===== config.mk =====
export PLATFORM = sky130hd
export DESIGN_NAME = square_game_ctrl
export DESIGN_NICKNAME = d
export VERILOG_FILES = /design/src/rtl/square_game_ctrl.sv
export SDC_FILE = /design/constraint.sdc
export NUM_CORES = 1
export LEC_CHECK = 0
export BUFFER_PORTS_ARGS = -buffer_cell sky130_fd_sc_hd__buf_2
export CAP_MARGIN = 10
export CELL_PAD_IN_SITES_DETAIL_PLACEMENT = 1
export CELL_PAD_IN_SITES_GLOBAL_PLACEMENT = 1
export CORE_UTILIZATION = 29
export DETAILED_ROUTE_END_ITERATION = 8
export PLACE_DENSITY_LB_ADDON = 0.25
export SLEW_MARGIN = 30
export SYNTH_ARGS = -nofsm -noshare
export SYNTH_HDL_FRONTEND = slang
export SYNTH_SLANG_ARGS = --single-unit

===== constraint.sdc =====
create_clock -name clk_pix -period 1.8 [get_ports clk_pix]
set_input_delay 0.36 -clock clk_pix [delete_from_list [all_inputs] [get_ports clk_pix]]
set_output_delay 0.36 -clock clk_pix [all_outputs]
set_load 0.005 [all_outputs]

===== src/rtl/square_game_ctrl.sv =====
`timescale 1ns/1ps
`default_nettype none
// ============================================================================
// Module   : square_game_ctrl
// Purpose  : Frame-synchronous player-square / single-shot controller.
//            Optional build macro AUTOFIRE_EN: level-triggered launch in READY.
// Revision : 1.0 - initial release
// ============================================================================
module square_game_ctrl #(
    parameter int H_RES           = 640,
    parameter int V_RES           = 480,
    parameter int SQ_SIZE         = 10,
    parameter int SQ_X            = 315,
    parameter int STEP            = 4,
    parameter int SHOT_SPEED      = 8,
    parameter int COOLDOWN_FRAMES = 15
) (
    input  logic        clk_pix,
    input  logic        sim_rst,
    input  logic        frame_tick,
    input  logic        btn_up,
    input  logic        btn_dn,
    input  logic        btn_fire,
    output logic [9:0]  sq_y,
    output logic [9:0]  shot_x,
    output logic [9:0]  shot_y,
    output logic        shot_active,
    output logic [1:0]  ctrl_state,
    output logic [15:0] frame_count
);

    localparam logic [1:0]  c_ST_READY    = 2'd0;
    localparam logic [1:0]  c_ST_FLIGHT   = 2'd1;
    localparam logic [1:0]  c_ST_COOLDOWN = 2'd2;

    localparam int          c_CNT_W       = $clog2(COOLDOWN_FRAMES + 1);
    localparam logic [c_CNT_W-1:0] c_CD_LOAD = c_CNT_W'(COOLDOWN_FRAMES);
    localparam logic [c_CNT_W-1:0] c_CD_ONE  = c_CNT_W'(1);

    localparam logic [9:0]  c_SQ_Y_RESET  = 10'((V_RES - SQ_SIZE) / 2);
    localparam logic [10:0] c_SQ_Y_MAX    = 11'(V_RES - SQ_SIZE);
    localparam logic [10:0] c_STEP        = 11'(STEP);
    localparam logic [10:0] c_SPEED       = 11'(SHOT_SPEED);
    localparam logic [10:0] c_H_RES       = 11'(H_RES);
    localparam logic [9:0]  c_SHOT_X0     = 10'(SQ_X + SQ_SIZE);

    logic               r_up_meta, r_up_sync;
    logic               r_dn_meta, r_dn_sync;
    logic               r_fire_meta, r_fire_sync;
    logic               r_fire_prev;
    logic               r_fire_armed;
    logic [c_CNT_W-1:0] r_cd_cnt;

    logic [10:0]        w_sq_dec;
    logic [10:0]        w_sq_inc;
    logic [10:0]        w_shot_adv;
    logic [9:0]         w_sq_y_next;
    logic               w_launch;

    // 11-bit arithmetic: bit 10 of the decrement is the underflow borrow.
    always_comb begin
        w_sq_dec    = {1'b0, sq_y} - c_STEP;
        w_sq_inc    = {1'b0, sq_y} + c_STEP;
        w_shot_adv  = {1'b0, shot_x} + c_SPEED;
        w_sq_y_next = sq_y;
        if (r_up_sync && !r_dn_sync) begin
            w_sq_y_next = w_sq_dec[10] ? 10'd0 : w_sq_dec[9:0];
        end else if (r_dn_sync && !r_up_sync) begin
            w_sq_y_next = (w_sq_inc > c_SQ_Y_MAX) ? c_SQ_Y_MAX[9:0] : w_sq_inc[9:0];
        end
    end

`ifdef AUTOFIRE_EN
    always_comb w_launch = r_fire_sync;
`else
    // The first tick after reset only re-captures fire_prev, so a button held
    // through reset never counts as a fresh press.
    always_comb w_launch = r_fire_armed && r_fire_sync && !r_fire_prev;
`endif

    always_ff @(posedge clk_pix) begin
        if (sim_rst) begin
            r_up_meta    <= 1'b0;
            r_up_sync    <= 1'b0;
            r_dn_meta    <= 1'b0;
            r_dn_sync    <= 1'b0;
            r_fire_meta  <= 1'b0;
            r_fire_sync  <= 1'b0;
            r_fire_prev  <= 1'b0;
            r_fire_armed <= 1'b0;
            r_cd_cnt     <= '0;
            sq_y         <= c_SQ_Y_RESET;
            shot_x       <= 10'd0;
            shot_y       <= 10'd0;
            shot_active  <= 1'b0;
            ctrl_state   <= c_ST_READY;
            frame_count  <= 16'd0;
        end else begin
            r_up_meta   <= btn_up;
            r_up_sync   <= r_up_meta;
            r_dn_meta   <= btn_dn;
            r_dn_sync   <= r_dn_meta;
            r_fire_meta <= btn_fire;
            r_fire_sync <= r_fire_meta;

            if (frame_tick) begin
                frame_count  <= frame_count + 16'd1;
                r_fire_prev  <= r_fire_sync;
                r_fire_armed <= 1'b1;
                sq_y         <= w_sq_y_next;

                case (ctrl_state)
                    c_ST_READY: begin
                        if (w_launch) begin
                            ctrl_state  <= c_ST_FLIGHT;
                            shot_x      <= c_SHOT_X0;
                            shot_y      <= sq_y;
                            shot_active <= 1'b1;
                        end
                    end
                    c_ST_FLIGHT: begin
                        if (w_shot_adv >= c_H_RES) begin
                            ctrl_state  <= c_ST_COOLDOWN;
                            shot_active <= 1'b0;
                            r_cd_cnt    <= c_CD_LOAD;
                        end else begin
                            shot_x <= w_shot_adv[9:0];
                        end
                    end
                    c_ST_COOLDOWN: begin
                        r_cd_cnt <= r_cd_cnt - c_CD_ONE;
                        if (r_cd_cnt <= c_CD_ONE) begin
                            r_cd_cnt   <= '0;
                            ctrl_state <= c_ST_READY;
                        end
                    end
                    default: begin
                        ctrl_state  <= c_ST_READY;
                        shot_active <= 1'b0;
                    end
                endcase
            end
        end
    end

endmodule
`default_nettype wire


-- Word level (Yosys, flattened, before mapping)
Cells that the tools add are included.
- register bits after elaboration: 61
- output and inout port bits: 49
- logic and storage cells: 64
- $add $sub $neg: 5
- $lt $le $gt $ge: 3
- equal/unequal tests: 6
- mux-type cells: 17
- bitwise logic cells: 1
- reduce and logical (&&, ||, !) cells: 17
- operator list (operator ; count):
    2-to-1 mux 10 bit ; 6
    one-hot mux 10 bit (2 select lines) ; 1
    adder 16 x 1 -> 16 bit, second input constant ; 1
    AND reduction 4 bit ; 3
    adder 10 x 3 -> 11 bit, second input constant ; 1
    adder 10 x 4 -> 11 bit, second input constant ; 1
    >= comparator 11 x 10 -> 1 bit, second input constant ; 1
    greater-than comparator 11 x 9 -> 1 bit, second input constant ; 1
    subtractor 10 x 3 -> 11 bit, second input constant ; 1
    2-to-1 mux 4 bit ; 2
    != test 2 bit, second input constant ; 4
    one-hot mux 4 bit (2 select lines) ; 1
    2-to-1 mux 2 bit ; 3
    one-hot mux 2 bit (3 select lines) ; 1
    AND reduction 3 bit ; 2
    nonzero test 2 bit ; 3
    <= comparator 4 x 1 -> 1 bit, second input constant ; 1
    logical AND 1 bit ; 4
    subtractor 4 x 1 -> 4 bit, second input constant ; 1
    zero test 1 bit ; 3
    one-hot mux 1 bit (3 select lines) ; 1
    == test 2 x 1 -> 1 bit, second input constant ; 1
    == test 2 bit, second input constant ; 1
    zero test 2 bit ; 1
    other kinds (3) ; 4

-- Longest topological paths before layout
- word-level depth: 5
- gate-level depth with buffers: 9
- gate-level depth less buffers: 8

-- Worst setup path after synthesis
OpenSTA, ideal clock, no wires.
- path type: flip-flop to flip-flop
- start: reg sq_y[2]
- end: reg sq_y[1]
- setup time: 0.114 ns
- arrival: 1.856 ns
- data required time: 1.686 ns
- slack: -0.170 ns
- stages on the path, launching flop included: 9
- buffers on the path: 1
- cell sequence: dfxtp_1 -> buf_4 -> inv_1 -> ha_1 -> o221ai_1 -> and2_1 -> or2_1 -> a311o_1 -> a21bo_1
- word-level cells in the longest chain between the ends: 5
- elaborated cells between the ends (all ways): 7
- RTL lines (element ; line ; text):
    start: declaration ; 24 ; output logic [9:0] sq_y,
    start signal: assignment ; 92 ; sq_y <= c_SQ_Y_RESET;
    start signal: assignment ; 110 ; sq_y <= w_sq_y_next;
    adder 10 x 3 -> 11 bit ; 63 ; w_sq_inc = {1'b0, sq_y} + c_STEP;
    greater-than comparator 11 x 9 -> 1 bit ; 69 ; w_sq_y_next = (w_sq_inc > c_SQ_Y_MAX) ? c_SQ_Y_MAX[9:0] : w_sq_inc[9:0];
    2-to-1 mux 10 bit ; 69 ;
    2-to-1 mux 10 bit ; 68 ; end else if (r_dn_sync && !r_up_sync) begin
    2-to-1 mux 10 bit * ; 66 ; if (r_up_sync && !r_dn_sync) begin
Mark *: on every way between the ends. The rest lies on a longest branch, timed or not. The select of a mux whose other input is x is not followed.
A chain may end at the register's enable or synchronous reset.

-- Worst setup path in the final report
Ends and elaborated chain as after synthesis.

==> summary.md <==
| Metric | Value |
|---|---|
| Outcome | finished, violations left |
| Failing checks | negative setup slack |
| Post-DR vias/cell | about 4.8 |
| Largest net degree at the start of global routing | 27 |
| Number of synthesized flops with an enable pin | 0 |
| First-pass GRT wire length | around 14000 µm |
| Vias in the first global route | approximately 2900 |
| Switching power | approximately 0.73 mW |
| Pwr Total | between 2 and 3 mW |
| Sequential share of power | a little under half |
| Detailed Place HPWL | around 6200 µm |
| Fmax | 0.542 GHz |
| Gr ovfl total | 0 |
| Seq/Total Area, Yosys | 41.5% |
| Max-slew violations | 0 |
| Clock power frac | 42.6% |
| Row count | 35 |
| Core area | roughly 0.0094 mm² |
| Via count | roughly 2800 |
| Total number of yosys warnings | 0 |
| Initial antenna violation count | 0 |
| CP Class | reg2reg |
| Final setup viols | 4 |
| Total die area | between 0.01 and 0.015 mm² |
| Power Density | 715 mW/mm² |
| Cells after synthesis | around 340 |
| Pleak | between 1.5 and 2 nW |
| Max stage delay on crit path | just under 400 ps |
| Crit path DAT | ~2100 ps |
| Htree depth | 3 |
| Placed cell areas | 0.00361 mm² |
| Worst Path Required | 2040 ps |
| Internal power | about 2.1 mW |
| Die Wd | 101 µm |
| Critical path origin | sq_y[2] |
| CTS Buffer Depth | 2 |
| Final Util | between 40 and 50% |
| Post-layout nets | around 460 |
| Synth area leader | dfxtp_1 |
| Reg clk slew, reported paths | about 70 ps |
| Tcrit/Tclk final | 103% |
| Slew headroom | 62.6% |
| Final Hold Viols | 0 |
| Synth Flop Type | dfxtp_1 |
| Clock Latency Late Sink | 340 ps |
| Synthesized net count | between 300 and 400 |
| RSZ-0062 raised after global routing | yes |
| Pre-CTS setup slack | -198 ps |
| Worst hold slack | 230 ps |
| GPL Wtd Cong | about 0.84 |
| Syn-to-layout area delta | 41.0% |
| Area of the multi-input gates | 0.00169 mm² |
| DR WL/cell | 14.7 µm |
| Most common cell in the synthesized netlist | dfxtp_1 |
| Hold_sp | btn_up |
| Fin area | around 0.0040 mm² |
| CP max FO | 4 |
| Total Routing Usage GR | between 10% and 20% |
| Die span in y | 101 µm |
| TritonCTS clock tree | yes |
| Synth top area share | around 42% |
| DR pass1 iterations | 6 |
| Period minus WS final | approximately 1800 ps |
| Register area | 0.00120 mm² |
| Crit path max-delay family | compound AO/OA/AOI/OAI gates |
| Worst Tran Pin Value | 560 ps |
| Switch share | roughly 25% |
| Peak VDD IR | between 0.2 and 0.3 mV |
| Synth top area cells | dfxtp_1 (42%), nor2_1 (6.1%), xor2_1 (4.6%) |
| Commonest cells in the netlist | dfxtp_1 (59), nor2_1 (46), nand2_1 (32) |
| IO buf count | 53 |
| CTS Sinks | 59 |
| Number of CTS-inserted buffers | 9 |
| HP Class | in2reg |
| Critical Path End Type | flip-flop |
| Post-route ant nets | 0 |
| Layout cells sized above 1 | between 30% and 40% |
| Setup ws final | -45.6 ps |
| FF+latch count, synth | 59 |
| # IOs | 55 |
| Filler cells | 1153 |
| Root Driver | clkbuf_8 |
| Worst R2R Start | sq_y[2] |
| Drt drc | 0 |
| Avg Inst Size Synth | around 8.4 µm² |
| Post-synth ARST share | 0% |
| Synth Cell Area | 0.00284 mm² |
| Starting density of the core | a little under a third |
| Max-cap violations | 0 |
| CTS Hold Bufs | 0 |
| CP startpoint kind | flip-flop |
| Worst path slowest cell | dfxtp_4 |
| Crit-path cells | buf_6, inv_4, ha_4, o221ai_2, and2_1, or2_1, a311o_1, a21bo_1 |
| Detailed-route wire length | between 8000 and 9000 µm |
| Worst path buffer plus inverter count | 2 |
| Antenna diodes | 0 |
| Comb pwr share | between 10% and 20% |
| Starting DRT DRC Count | 91 |
| Clk_skew | ~5.7 ps |
| Netlist cell types | 52 |
## final timing paths
path / to / slack (ps) / cells past startpoint
worst max-delay path: sq_y[1] / -50 / 8
worst min-delay path: r_up_meta / 230 / 2
worst max register to register: sq_y[1] / -50 / 8
worst min register to register: r_dn_sync / 440 / 1
## state kept, by name, indices dropped and copies added, names as in the netlist, 2 cells and up
register,flops
frame_count,16
shot_y,10
sq_y,10
shot_x,8
r_cd_cnt,4
ctrl_state,2
## routing by layer
metal / GRT usage [%] / wire [µm] / up-vias
met5: 0 / 0 / -
met4: 7.02 / 121 / 0
met3: 3.54 / 243 / 13
met2: 30.2 / 4170 / 41
met1: 22.2 / 3960 / 1344
li1: - / - / 1383
## cell usage in the layout (no fill, tap or decap), drive strengths merged, types with 3 or more instances in the layout
master	netlist	final
buf	7	114
dfxtp	59	59
nor2	46	46
nand2	33	33
a21oi	24	24
nand3	20	20
xor2	15	15
nor3	13	13
clkbuf	11	12
nor2b	10	10
inv	9	9
o21ai	8	8
ha	8	8
and3	7	7
nand2b	6	6
nand4	5	5
xnor2	5	5
mux2i	5	5
a21o	5	5
a311oi	4	4
nor4	3	3
a221oi	3	3
a31oi	3	3
## through the flow
stage,setup TNS (ps),std cells
after floorplan,0,337
after global placement,-285,556
after detailed placement,-884,556
after CTS,-69.9,575
after global routing,-834,578
final,-112,578
## what timing repair did
item                       in CTS  in global routing
gates resized for setup        19                 19
pin swaps                      11                 15
buffers inserted                3                  3
gates cloned                    0                  0
setup endpoints to repair      13                 16
## power by group through the flow
stage	logic, mW	clock network (mW)	registers [mW]
3_3_place_gp	0.255	0	1.38
4_1_cts	0.280	1.26	1.35
3_5_place_dp	0.262	0	1.39
2_1_floorplan	0.147	0	1.38
5_1_grt	0.320	1.31	1.36
6_report	0.292	1.22	1.35
## layout make-up
cell class	instances	share of cell area (%)
sequential	59	29.9
clock buffer	12	3.62
multi-input combinational	251	42.0
tap	129	4.02
clock inverter	4	1.25
timing repair buffer	114	18.3
inverter	9	0.905
## cell families (layout without fill, tap and decap cells)
family / after synthesis / in the layout / synth area share [%]
and+or+nand+nor: 152 / 152 / 26.8
AOI/OAI and AO/OA: 65 / 65 / 15.5
DFF: 59 / 59 / 41.5
buffers and inverters: 27 / 139 / 4.58
xor gates and xnor gates: 20 / 20 / 6.16
adders and majority gates: 8 / 8 / 3.52
muxes: 5 / 5 / 1.76
other: 1 / 1 / 0.132
No activity file was read; power rests on OpenSTA's default activity.
